**src/rtl/game_flow_ctrl.sv**
```systemverilog
// Game-flow controller for the frog game: sequences idle, play, death pause,
// level-up pause and game over, and owns lives, level and frog-respawn pulses.
module game_flow_ctrl #(
  parameter int unsigned START_LIVES  = 3,
  parameter logic [4:0]  MAX_LEVEL    = 5'd30,
  parameter logic [23:0] DEATH_HOLD   = 24'd12500000,
  parameter logic [23:0] LEVELUP_HOLD = 24'd6250000,
  parameter int unsigned FLASH_BIT    = 21
) (
  input  logic       i_Clk,
  input  logic       i_Rst_n,
  input  logic [3:0] i_Switches,
  input  logic       i_Collision,
  input  logic       i_Frog_At_Top,
  output logic [1:0] o_Lives,
  output logic [4:0] o_Level,
  output logic       o_Reset_Frog,
  output logic       o_Freeze,
  output logic       o_Flash,
  output logic       o_Game_Over,
  output logic [2:0] o_State
);

  typedef enum logic [2:0] {
    S_IDLE      = 3'd0,
    S_PLAY      = 3'd1,
    S_DEATH     = 3'd2,
    S_LEVEL_UP  = 3'd3,
    S_GAME_OVER = 3'd4
  } state_t;

  localparam logic [1:0] START_L = 2'(START_LIVES);

  state_t      state_q, state_d;
  logic [1:0]  lives_q, lives_d;
  logic [4:0]  level_q, level_d;
  logic [23:0] timer_q, timer_d;
  logic        reset_frog_q, reset_frog_d;
  logic        freeze_q, freeze_d;
  logic        flash_q, flash_d;
  logic        game_over_q, game_over_d;
  logic [3:0]  sw_prev_q, sw_prev_d;
  logic        coll_prev_q, coll_prev_d;
  logic        top_prev_q, top_prev_d;

  logic combo;
  logic sw_rise;
  logic coll_rise;
  logic top_rise;
  logic pulse_req;

  assign combo     = (i_Switches == 4'hF);
  assign sw_rise   = |(i_Switches & ~sw_prev_q);
  assign coll_rise = i_Collision & ~coll_prev_q;
  assign top_rise  = i_Frog_At_Top & ~top_prev_q;

  always_comb begin
    state_d     = state_q;
    lives_d     = lives_q;
    level_d     = level_q;
    timer_d     = '0;
    pulse_req   = 1'b0;
    sw_prev_d   = i_Switches;
    coll_prev_d = i_Collision;
    top_prev_d  = i_Frog_At_Top;

    if (combo) begin
      state_d   = S_IDLE;
      lives_d   = START_L;
      level_d   = 5'd1;
      pulse_req = (state_q != S_IDLE);
    end else begin
      case (state_q)
        S_IDLE: begin
          lives_d = START_L;
          level_d = 5'd1;
          if (sw_rise) begin
            state_d   = S_PLAY;
            pulse_req = 1'b1;
          end
        end
        S_PLAY: begin
          // Collision takes precedence over reaching the goal row
          if (coll_rise) begin
            if (lives_q <= 2'd1) begin
              state_d = S_GAME_OVER;
              lives_d = 2'd0;
            end else begin
              state_d = S_DEATH;
              lives_d = lives_q - 2'd1;
            end
          end else if (top_rise) begin
            state_d = S_LEVEL_UP;
            level_d = (level_q >= MAX_LEVEL) ? MAX_LEVEL : level_q + 5'd1;
          end
        end
        S_DEATH: begin
          if (timer_q == DEATH_HOLD - 24'd1) begin
            state_d   = S_PLAY;
            pulse_req = 1'b1;
          end else begin
            timer_d = timer_q + 24'd1;
          end
        end
        S_LEVEL_UP: begin
          if (timer_q == LEVELUP_HOLD - 24'd1) begin
            state_d   = S_PLAY;
            pulse_req = 1'b1;
          end else begin
            timer_d = timer_q + 24'd1;
          end
        end
        S_GAME_OVER: lives_d = 2'd0;
        default:     state_d = S_IDLE;
      endcase
    end

    // Status outputs are derived from the next state so they stay aligned with o_State
    reset_frog_d = pulse_req & ~reset_frog_q;
    freeze_d     = (state_d != S_PLAY);
    flash_d      = (state_d == S_DEATH) & timer_d[FLASH_BIT];
    game_over_d  = (state_d == S_GAME_OVER);
  end

  always_ff @(posedge i_Clk or negedge i_Rst_n) begin
    if (!i_Rst_n) begin
      state_q      <= S_IDLE;
      lives_q      <= START_L;
      level_q      <= 5'd1;
      timer_q      <= '0;
      reset_frog_q <= 1'b0;
      freeze_q     <= 1'b1;
      flash_q      <= 1'b0;
      game_over_q  <= 1'b0;
      sw_prev_q    <= '0;
      coll_prev_q  <= 1'b0;
      top_prev_q   <= 1'b0;
    end else begin
      state_q      <= state_d;
      lives_q      <= lives_d;
      level_q      <= level_d;
      timer_q      <= timer_d;
      reset_frog_q <= reset_frog_d;
      freeze_q     <= freeze_d;
      flash_q      <= flash_d;
      game_over_q  <= game_over_d;
      sw_prev_q    <= sw_prev_d;
      coll_prev_q  <= coll_prev_d;
      top_prev_q   <= top_prev_d;
    end
  end

  assign o_State      = state_q;
  assign o_Lives      = lives_q;
  assign o_Level      = level_q;
  assign o_Reset_Frog = reset_frog_q;
  assign o_Freeze     = freeze_q;
  assign o_Flash      = flash_q;
  assign o_Game_Over  = game_over_q;

endmodule

```
**config.mk**
```make
export PLATFORM = sky130hd
export DESIGN_NAME = game_flow_ctrl
export DESIGN_NICKNAME = d
export VERILOG_FILES = /design/src/rtl/game_flow_ctrl.sv
export SDC_FILE = /design/constraint.sdc
export NUM_CORES = 1
export LEC_CHECK = 0
export CAP_MARGIN = 20
export CORE_UTILIZATION = 50
export DETAILED_ROUTE_END_ITERATION = 10
export HOLD_SLACK_MARGIN = 0.06
export PLACE_DENSITY = 0.68
export SYNTH_ARGS = -nofsm -noshare
export SYNTH_HDL_FRONTEND = slang
export SYNTH_SLANG_ARGS = --single-unit
export TNS_END_PERCENT = 5
```
**constraint.sdc**
```tcl
create_clock -name i_Clk -period 2.34 [get_ports i_Clk]
set_clock_uncertainty 0.2 [all_clocks]
set_input_delay 0.351 -clock i_Clk [delete_from_list [all_inputs] [get_ports i_Clk]]
set_output_delay 0.351 -clock i_Clk [all_outputs]
set_load 0.01 [all_outputs]
```
==> summary.md, run 1 <==
| Metric | Value |
|---|---|
| Largest net degree at the start of global routing | `20` |
| Post-layout min period | `between 2 and 2.5 ns` |
| Vias in the first global route | `approximately 1700` |
| Capturing point of the worst reg2reg path | `timer_q[9]` |
| Io pins | `22` |
| Slew @ Worst Pin | `~0.45 ns` |
| Max-Cap Viols | `0` |
| RR Startpoint | `timer_q[7]` |
| Register area share after synthesis | `0.485` |
| Hold EP | `o_Reset_Frog` |
| Die height | `just under 70 um` |
| Cell area after synthesis | `around 2300 um2` |
| Reg2Reg Depth | `6` |
| Number of diodes | `0` |
| Power density of the placed cells | `~800 nW/um2` |
| DR WL/cell | `about 15 um` |
| Max Clk Rate | `450 MHz` |
| Die area | `roughly 4800 um2` |
| Syn Area/Cell | `slightly above 10 um2` |
| Status | `finished, final reports clean` |
| Row cnt | `24` |
| Final hold slack | `between 0.2 and 0.25 ns` |
| Clock sinks | `44` |
| Hold Crit Class | `register to register` |
| Gate Count Post-Synth | `222` |
| Most used DFF post-synth | `dfrtp_1` |
| Worst skew pair latency | `between 0.2 and 0.3 ns` |
| CTS tree | `done` |
| Seq cells post-synth | `44` |
| Post-detail-place hpwl | `between 3000 and 4000 um` |
| CTS root buf | `clkbuf_8` |
| Yosys cell types | `between 40 and 50` |
| Area grow syn2layout | `19.1%` |
| TNS Setup | `0 ns` |
| Placed cells | `between 300 and 400` |
| Antenna violations before repair | `0` |
| Hold Path Stages | `1` |
| Peak supply drop | `around 0.00046 V` |
| RePlAce Congestion | `0.804` |
| Worst EP required | `2.31 ns` |
| Worst-path clk slew | `0.08 ns` |
| Max-slew violations | `0` |
| Number of synthesized flops with an enable pin | `0` |
| DRC viols | `0` |
| Share of cells above drive strength 1 | `0.176` |
| Final Cycle Share | `0.950` |
| Post-DRT Antenna Nets | `0` |
| Worst setup SP type | `register` |
| Worst setup EP type | `register` |
| Starting Density | `0.520` |
| Slew HR | `0.701` |
| CORE AREA | `about 4400 um2` |
| Final hold vios | `0` |
| Grt total ovfl | `0` |
| Via count | `1750` |
| P_leak | `between 0.001 and 0.0015 uW` |
| FF-to-FF setup slack | `~0.12 ns` |
| Async SR Flop Fraction | `1.00` |
| CTS buffer count | `5` |
| DRT Pass-1 Iters | `4` |
| Die width | `~70 um` |
| Via/cell ratio | `roughly 5.6` |
| First-pass GRT wire length | `approximately 7900 um` |
| Commonest non-fill, non-tap cell in the layout | `dfrtp_1` |
| Arr. time, crit path | `2.19 ns` |
| # setup viols final | `0` |
| Synth warn | `0` |
| RSZ-0062 raised after global routing | `false` |
| Commonest cells after routing, fill and taps aside | `dfrtp_1, nor2_1, clkdlybuf4s50_1` |
| Buffers on Ports | `21` |
| Min-delay src | `o_Reset_Frog` |
| Fin nets | `between 200 and 300` |
| Clk buf depth | `2` |
| H-tree levels | `2` |
| Tot GR Track Use | `0.206` |
| Net Count, Synth | `around 230` |
| Class of the most critical setup path | `register to register` |
| Iteration-0 DRC Markers | `101` |
| Crit-path max FO | `12` |
| Final WL | `between 4000 and 5000 um` |
| Fin cells | `~310` |
## metal layers
layer	vias to the layer above	GRT usage	wire length (um)
li1	858	-	-
met1	838	0.309	2320
met2	50	0.299	2020
met3	4	0.0436	220
met4	0	0.0658	55
met5	-	0	0
## worst max path at each step
stage	from	to	slack (ns)	cells past startpoint
floorplan	timer_q[0]	timer_q[21]	0.22	8
global placement	i_Switches[1]	o_Level[4]	0.07	6
detailed placement	i_Switches[1]	o_Level[4]	0.002	6
CTS	timer_q[0]	timer_q[9]	0.07	7
global route	timer_q[17]	timer_q[3]	0.03	6
finish	timer_q[7]	timer_q[9]	0.12	6
## state kept, by name (all words and copies together) (netlist names)
register and cells:
timer_q 24, o_Level 5, sw_prev_q 4, o_State 3
o_Lives 2, coll_prev_q 1, o_Flash 1, o_Freeze 1
o_Game_Over 1, o_Reset_Frog 1, top_prev_q 1
## final cells by class
cell class,instances,area [um2]
Timing Repair Buffer,39,343
Multi-Input combinational cell,161,1090
Inverter,10,37.5
Fill cell,374,1670
Clock buffer,6,72.6
Tap cell,52,65.1
Sequential cell,44,1110
Clock inverter,1,5.00
## Yosys cell counts (all sizes together) (2+ instances only)
cell     count  share of area
dfstp        4          0.046
or4b         2         0.0088
xnor2        9          0.035
nand2        5         0.0082
and2         4          0.011
inv         10          0.016
or4          2         0.0082
xor2        13          0.050
dfrtp       40           0.44
nand4        6          0.016
and3         4          0.011
o21ai       12          0.026
nor2        35          0.086
a21oi        6          0.013
and4         2         0.0077
clkbuf       3         0.0049
ha           3          0.016
buf          4          0.021
o2111ai      2         0.0077
nor4         4          0.014
nand3       17          0.037
nand2b       5          0.014
o21a         3         0.0099
a221o        2         0.0088
nor2b        3         0.0082
nor3         6          0.013
## power by group
group          switching, uW  internal [uW]  total (uW)  leakage (uW)
clock                    240            203         443     0.0000410
sequential              98.4            875         974      0.000577
combinational            383            324         707      0.000516
total                    722           1400        2120       0.00113
## critical path: stages (launching register included)
cell,delay (ns)
dfrtp_1,0.38
or4bb_1,0.55
nor4b_1,0.28
a32o_2,0.21
or4_4,0.15
buf_4,0.24
nor2_1,0.09
## logic make-up after synthesis
kind of cell / share of synthesized area
XOR/XNOR: 0.0845
buffers and inverters: 0.0422
adder cells (fa/ha/maj): 0.0165
flip-flops: 0.485
AND/OR/NAND/NOR: 0.269
AO/OA/AOI/OAI: 0.0987
multiplexers: 0.00439
## through the flow
step	worst slack (ns)	instance area (um2)	utilization	total power [uW]
floorplan	0.224	2280	-	1460
global placement	0.0685	2620	0.598	1680
detailed placement	0.00211	2620	0.598	1680
CTS	0.0708	2710	0.618	2140
global route	0.0317	2720	0.620	2260
finish	0.118	2720	0.620	2120
## repair_timing
| action | CTS | global route |
|---|---|---|
| endpoints found under the setup margin | 0 | 10 |
| hold buffers | 1 | 0 |
| resized for setup | 0 | 3 |
| hold endpoints to repair | 15 | 0 |
| setup buffers | 0 | 0 |
Note: power is estimated with default switching activity, not from simulation.
==> inputs of run 2 (changes only) <==
Settings changed: ABC_CLOCK_PERIOD_IN_PS from default to 2600.
Clock period 2.34 ns to 2.6 ns, I/O delays scaled along.
==> run 2 against run 1 <==
Net effect: first-iteration DRC count shrank 2.0%; clock power shrank 2%; clock-buffer cell count grew 2; global-route usage grew 0.36 points; non-clock buffer count shrank 8; power shrank 8.9%; final cell count shrank 2.2%; sequential cell count is the same; highest routed layer unchanged; critical path depth is the same; sequential power shrank 11%; largest cell class unchanged.
==> summary.md, run 2 (synthesis gave the netlist of run 1 again) <==
| Metric | Value |
|---|---|
| Critical path origin | `timer_q[7]` |
| Post-DRT Antenna Nets | `0` |
| Commonest cells after routing, fill and taps aside | `dfrtp_1, nor2_1, clkdlybuf4s50_1` |
| Part of the power in registers | `0.450` |
| Number of diodes | `0` |
| DRT Pass-1 Iters | `4` |
| Sw Pwr | `between 600 and 700 uW` |
| Io pins | `22` |
| Combinational fraction of design power | `0.326` |
| Tot GR Track Use | `0.210` |
| Switching power share of the total | `0.332` |
| RSZ-0062 raised after global routing | `false` |
| Die width | `~70 um` |
| Largest net degree at the start of global routing | `45` |
| Critical Path Sink | `timer_q[12]` |
| Clk buf depth | `2` |
| Buffers on Ports | `21` |
| Largest register by flop count | `timer_q` |
| Worst setup SP type | `register` |
| Footprint of the multi-input gates | `1080 um2` |
| First-pass GRT wire length | `about 8000 um` |
| P_leak | `~0.0011 uW` |
| Reg2Reg Depth | `6` |
| Instance area at placement | `2570 um2` |
| Slew @ Worst Pin | `approximately 0.56 ns` |
| CTS buffer count | `5` |
| Hold Crit Class | `register to register` |
| Grt total ovfl | `0` |
| Die height | `about 70 um` |
| Starting Density | `0.520` |
| Slew HR | `0.630` |
| H-tree levels | `2` |
| Area grow syn2layout | `17.2%` |
| Iteration-0 DRC Markers | `about 100` |
| Post-detail-place hpwl | `3160 um` |
| Share of cells above drive strength 1 | `0.138` |
| Peak supply drop | `between 0.0004 and 0.0005 V` |
| FILL cells | `between 300 and 400` |
| Commonest non-fill, non-tap cell in the layout | `dfrtp_1` |
| Total power | `between 1500 and 2000 uW` |
| Final Cycle Share | `0.900` |
| Via count | `~1700` |
| FF-to-FF setup slack | `around 0.26 ns` |
| Max-slew violations | `0` |
| Max reg flops | `24` |
| Final hold slack | `0.245 ns` |
| DRC viols | `0` |
| Capturing point of the worst reg2reg path | `timer_q[12]` |
| Power density of the placed cells | `approximately 720 nW/um2` |
| CTS tree | `done` |
| Post-layout min period | `~2.3 ns` |
| CTS Hold Bufs | `1` |
| Internal Power | `1290 uW` |
| Share of total power in the clock network | `0.224` |
| Final hold vios | `0` |
| Arr. time, crit path | `between 2 and 2.5 ns` |
| Die area | `roughly 4800 um2` |
| CTS root buf | `clkbuf_8` |
| Fin nets | `264` |
| # setup viols final | `0` |
| Via/cell ratio | `roughly 5.5` |
| Status | `finished, final reports clean` |
| Vias in the first global route | `1708` |
| Number of post-CTS setup repair buffers | `0` |
| Class of the most critical setup path | `register to register` |
| Worst EP required | `2.59 ns` |
| Worst-path clk slew | `0.08 ns` |
| Final WL | `around 4400 um` |
| Row cnt | `24` |
| FF/Latch Area | `approximately 1100 um2` |
| Design Area, Final | `2670 um2` |
| Crit-path max FO | `14` |
| Max Clk Rate | `427 MHz` |
| Antenna violations before repair | `0` |
| RePlAce Congestion | `0.875` |
| Worst skew pair latency | `slightly below 0.3 ns` |
| DR WL/cell | `approximately 14 um` |
| RR Startpoint | `timer_q[7]` |
| Max-Cap Viols | `0` |
| PostCTS Resize Cnt | `0` |
| TNS Setup | `0 ns` |
| CORE AREA | `~4400 um2` |
| Worst setup EP type | `register` |
| Clock sinks | `44` |
==> run 2: changes by cell type in the layout (fill, tap and decap cells not counted), sizes merged <==
cell,change
clkinv,-1
clkbuf,+2
buf,-8
==> run 2: stage by stage <==
stage / setup slack (ns) / util / std cells
2_1_floorplan: 0.484 / - / 222
3_3_place_gp: 0.237 / 0.587 / 297
3_5_place_dp: 0.180 / 0.587 / 297
4_1_cts: 0.268 / 0.610 / 306
5_1_grt: 0.166 / 0.610 / 306
6_report: 0.259 / 0.610 / 306
==> run 2: cell type report <==
cell class	count	share of cell area
multi-input combinational	161	0.404
clock buffer	8	0.0337
timing repair buffer	31	0.110
sequential	44	0.414
inverter	10	0.0140
tap	52	0.0243
==> run 2: worst min path at each step <==
stage	from	endpoint	slack, ns	cells past startpoint
after floorplan	i_Rst_n	coll_prev_q	-0.11	0
after global placement	o_Reset_Frog	o_Reset_Frog	0.24	1
after global routing	o_Reset_Frog	o_Reset_Frog	0.30	1
final	o_Reset_Frog	o_Reset_Frog	0.24	1
after CTS	o_Reset_Frog	o_Reset_Frog	0.25	1
after detailed placement	o_Reset_Frog	o_Reset_Frog	0.24	1
==> run 2: power groups by stage <==
| stage | sequential (uW) | combinational, uW | clock, uW |
|---|---|---|---|
| 6_report | 871 | 630 | 434 |
| 5_1_grt | 889 | 697 | 475 |
| 4_1_cts | 871 | 630 | 450 |
| 3_5_place_dp | 884 | 625 | 0 |
| 3_3_place_gp | 884 | 625 | 0 |
| 2_1_floorplan | 898 | 413 | 0 |
==> run 2: worst max-delay path, stage by stage (launching register included) <==
cell and delay (ns):
dfrtp_1 0.43, or4bb_1 0.56, nor4b_1 0.30, a32o_2 0.21, or4_4 0.26, buf_12 0.20, nor2_1 0.06
==> run 2: routing by layer <==
metal,routed length (um),vias to the layer above,track usage,part of all wire
li1,-,845,-,-
met1,2290,799,0.316,0.52
met2,1880,32,0.299,0.43
met3,151,6,0.0509,0.034
met4,55,0,0.0635,0.013
met5,0,-,0,0
